## config.mk

```make
export PLATFORM = sky130hd
export DESIGN_NAME = fetch_stage
export DESIGN_NICKNAME = d
export VERILOG_FILES = /design/src/rtl/fetch_stage.sv
export SDC_FILE = /design/constraint.sdc
export NUM_CORES = 1
export LEC_CHECK = 0
export CORE_UTILIZATION = 46
export DETAILED_ROUTE_END_ITERATION = 10
export PLACE_DENSITY = 0.8
export SLEW_MARGIN = 20
export SYNTH_ARGS = -nofsm -noshare
export SYNTH_HDL_FRONTEND = slang
export SYNTH_SLANG_ARGS = --single-unit
```

## constraint.sdc

```tcl
create_clock -name clk -period 2.8 [get_ports clk]
set_input_delay 0.84 -clock clk [delete_from_list [all_inputs] [get_ports clk]]
set_output_delay 0.84 -clock clk [all_outputs]
set_load 0.02 [all_outputs]
```

## src/rtl/fetch_stage.sv

```systemverilog
// ============================================================================
// Module   : fetch_stage
// Function : 16-bit CPU instruction fetch.
//            Owns the PC, drives the imem request/ready handshake and owns
//            the IF/ID register.
// Config   : define FETCH_HALT_DETECT_EN to enable HLT detection (HALT state)
// Revision : 1.0  initial release
// ============================================================================
`default_nettype none

module fetch_stage (
   input  logic        clk,
   input  logic        rst,
   input  logic        stall_in,
   input  logic        flush_in,
   input  logic [15:0] branch_pc,
   output logic        imem_req,
   output logic [15:0] imem_addr,
   input  logic        imem_rdy,
   input  logic [15:0] imem_data,
   output logic [15:0] pc_out,
   output logic [15:0] ifid_instr,
   output logic [15:0] ifid_pc_plus2,
   output logic        ifid_valid,
   output logic        halted
);

`ifdef FETCH_HALT_DETECT_EN
   typedef enum logic [1:0] {FETCH = 2'd0, DRAIN = 2'd1, HALT = 2'd2} state_t;
`else
   typedef enum logic [1:0] {FETCH = 2'd0, DRAIN = 2'd1} state_t;
`endif

   state_t      state;
   logic [15:0] pc;
   logic [15:0] redirect;
   logic [15:0] target;
   logic [15:0] pc_plus2;

   assign target    = branch_pc & 16'hFFFE;
   assign pc_plus2  = pc + 16'd2;
   assign pc_out    = pc;
   assign imem_addr = pc;

`ifdef FETCH_HALT_DETECT_EN
   assign imem_req = (state != HALT);
   assign halted   = (state == HALT);
`else
   assign imem_req = 1'b1;
   assign halted   = 1'b0;
`endif

   always_ff @(posedge clk or posedge rst) begin
      if (rst) begin
         state         <= FETCH;
         pc            <= 16'h0000;
         redirect      <= 16'h0000;
         ifid_instr    <= 16'h0000;
         ifid_pc_plus2 <= 16'h0000;
         ifid_valid    <= 1'b0;
      end else begin
         case (state)
            FETCH: begin
               if (flush_in) begin
                  ifid_instr    <= 16'h0000;
                  ifid_pc_plus2 <= 16'h0000;
                  ifid_valid    <= 1'b0;
                  if (imem_rdy) begin
                     pc <= target;
                  end else begin
                     // memory still owes a response for pc; park the target
                     redirect <= target;
                     state    <= DRAIN;
                  end
               end else if (imem_rdy) begin
                  if (!stall_in) begin
                     ifid_instr    <= imem_data;
                     ifid_pc_plus2 <= pc_plus2;
                     ifid_valid    <= 1'b1;
`ifdef FETCH_HALT_DETECT_EN
                     if (imem_data[15:12] == 4'hF)
                        state <= HALT;
                     else
                        pc <= pc_plus2;
`else
                     pc <= pc_plus2;
`endif
                  end
               end else if (!stall_in) begin
                  ifid_instr    <= 16'h0000;
                  ifid_pc_plus2 <= 16'h0000;
                  ifid_valid    <= 1'b0;
               end
            end

            DRAIN: begin
               if (flush_in)
                  redirect <= target;
               if (flush_in || !stall_in) begin
                  ifid_instr    <= 16'h0000;
                  ifid_pc_plus2 <= 16'h0000;
                  ifid_valid    <= 1'b0;
               end
               if (imem_rdy) begin
                  pc    <= flush_in ? target : redirect;
                  state <= FETCH;
               end
            end

`ifdef FETCH_HALT_DETECT_EN
            HALT: begin
               if (flush_in || !stall_in) begin
                  ifid_instr    <= 16'h0000;
                  ifid_pc_plus2 <= 16'h0000;
                  ifid_valid    <= 1'b0;
               end
               if (flush_in) begin
                  pc    <= target;
                  state <= FETCH;
               end
            end
`endif

            default: state <= FETCH;
         endcase
      end
   end

endmodule

`default_nettype wire

```

==> results.cfg <==
[outcome]
status = finished, final reports clean

[clock_tree]
clkTransAtPathRegs_ns = 0.07
cts_max_path_buffers = 2
cts.sinks = 66
clock_latency_ns = 0.34
cts_setup_buffers = 0
cts_buffers = 9
ctsRootBufferMaster = clkbuf_8
cts_hold_buf = 0
cts_tree = yes
cts.repair.resized = 0
htree_levels = 3

[placed_design]
gp_congestion = 0.8167
portBuffers = 100
dp_hpwl_um = 5617

[worst_setup_path]
crit_cells = 1
critPathLaunchType = flop
worst_ep_required_time_ns = 1.96
crit_chain = clkdlybuf4s50_1
cp.arrival_ns = 1.60
cp_max_fo = 11
worstSetupEndpointType = output pin
cp_top_family = buffers and inverters
rrSetupSlack_ns = 0.54
cpPeakStageDelay_ns = 0.68
r2r_cells = 5
crit_type = reg2out
cp_num_buf_inv = 1
crit_slowest_cell = clkdlybuf4s50_1

[finish]
diodes = 0
fin_util_pct = 66.23
mostFrequentLayoutCell = clkdlybuf4s50_1
drive_above_1_share_pct = 12.72
mostFrequentLayoutCells = clkdlybuf4s50_1, dfrtp_1, a22o_1
nets = 429
syn_to_final_growth_pct = 38.70

[routing]
dr.pass1.iters = 5
ant_nets = 0
via_count = 2659
wl_um = 7724
drc = 0
wl_per_cell_um = 15.80
drt_iter0_drc = 180
vias_per_cell = 5.438

[logic_synthesis]
synth_nets = 343
syn_avg_cell_area_um2 = 10.80
synthFlopType = dfrtp_1
async_flop_share_pct = 100.0
synth_seq_area_share_pct = 50.63
ys_warn_count = 0
synthCells = 302
synth_cell_type_count = 47
netlist_area_um2 = 3262
ys_ff_latch = 66
synth_edf_count = 0

[timing]
fin_crit_sh_pct = 87.15
worst_pin_slew_ns = 0.7670
drv_slew = 0
tns_ns = 0
rsz0062_at_grt = no
max_freq_ghz = 0.4098
slew-limit-headroom_pct = 48.76
skew_ns = 0.005173
final.min_clock_period_ns = 2.440
setup_viol = 0
hold_viol_final = 0

[worst_hold_path]
hold_depth = 1
hold_path.class = reg2reg

[floorplan]
core_region_area_um2 = 6832
die_w_um = 86.21
die_y_um = 86.21
io_pins = 104
die-area_um2 = 7432
initial_core_util_pct = 47.75
rows = 30

[global_route]
first_global_vias = 2529
antenna_found_initial = 0
grt_overflow = 0
grt_pass1_wl_um = 12520
track_usage_pct = 21.93
grt_max_degree = 36

[job]
maxCapViolCount = 0

[pwr]
p_per_area_nw_per_um2 = 887.8
leakage_nw = 1.912
max-vdd-ir-drop_uv = 511.3
[report_power, final]
part | switching [mW] | internal [mW]
clock | 0.345 | 0.522
combinational | 0.822 | 0.821
sequential | 0.342 | 1.16
[stage by stage]
stage	cell area (µm²)	cells	worst slack, ns	total power [mW]	hold WS (ns)
floorplan	3262	302	0.3052	2.516	0.4497
global placement	4305	473	0.07362	3.103	0.4671
detailed placement	4305	473	-0.01293	3.162	0.4744
CTS	4524	489	0.3405	4.038	0.4937
global route	4524	489	0.2111	4.246	0.5056
finish	4524	489	0.3597	4.017	0.4916
[flip-flops by register name (all words and copies together) (netlist names)]
signal	cells
ifid_instr	16
ifid_valid	1
ifid_pc_plus2	16
imem_addr	16
redirect	16
state	1
[metal layers]
metal  global-route usage (%)  wire length (µm)  vias to the layer above
met4                    8.636               108                        0
li1                         -                 -                     1255
met5                        0                 0                        -
met2                    33.98              3684                      103
met3                    4.381               476                       11
met1                    30.52              3453                     1290
[final cells by class]
class,count,area [µm²]
fillers,550,2307
flip-flops and latches,66,1652
multi-input cells,187,1356
repair buffers,113,1136
clock buffers,11,141.4
well taps,96,120.1
clock inverters,5,77.57
inverters,11,41.29
[synthesized netlist by cell type, types with 2 or more instances]
cell type,instances,area (µm²)
mux2_2,14,157.7
buf_2,9,45.04
nand3b_1,2,15.01
buf_4,18,135.1
nand2_1,18,67.56
a22o_1,34,297.8
xnor2_1,7,61.31
mux2i_1,3,30.03
a22oi_1,4,30.03
dfrtp_1,66,1652
nor2_1,15,56.30
clkbuf_1,11,41.29
xor2_1,4,35.03
o2bb2ai_1,5,43.79
a211oi_1,2,15.01
a222oi_1,3,30.03
nor4_1,4,25.02
nand4_1,2,12.51
o21ai_0,12,60.06
o22ai_1,4,25.02
nand3_1,9,45.04
ha_1,4,50.05
o31a_1,2,17.52
a21oi_1,10,50.05
inv_1,11,41.29
nor3_1,3,15.01
o211ai_1,5,37.54
conb_1,2,7.510
[final timing paths]
| path | startpoint | to |
|---|---|---|
| setup / recovery | imem_addr[5] | pc_out[5] |
| hold / removal | ifid_valid | ifid_valid |
| setup reg to reg | imem_addr[1] | imem_addr[13] |
| hold reg to reg | ifid_valid | ifid_valid |
| max in group asynchronous | rst | ifid_pc_plus2[7] |
| min in group asynchronous | rst | ifid_pc_plus2[4] |
[cells by family after synthesis]
family	after synthesis	synth area share, %
buffers and inverters	49	8.055
adder cells (fa/ha/maj)	4	1.534
AND/OR/NAND/NOR	65	10.55
other	2	0.2302
AO/OA/AOI/OAI	88	20.29
multiplexers	17	5.754
flip-flops	66	50.63
XOR/XNOR	11	2.954
(Power assumes the default switching activity.)
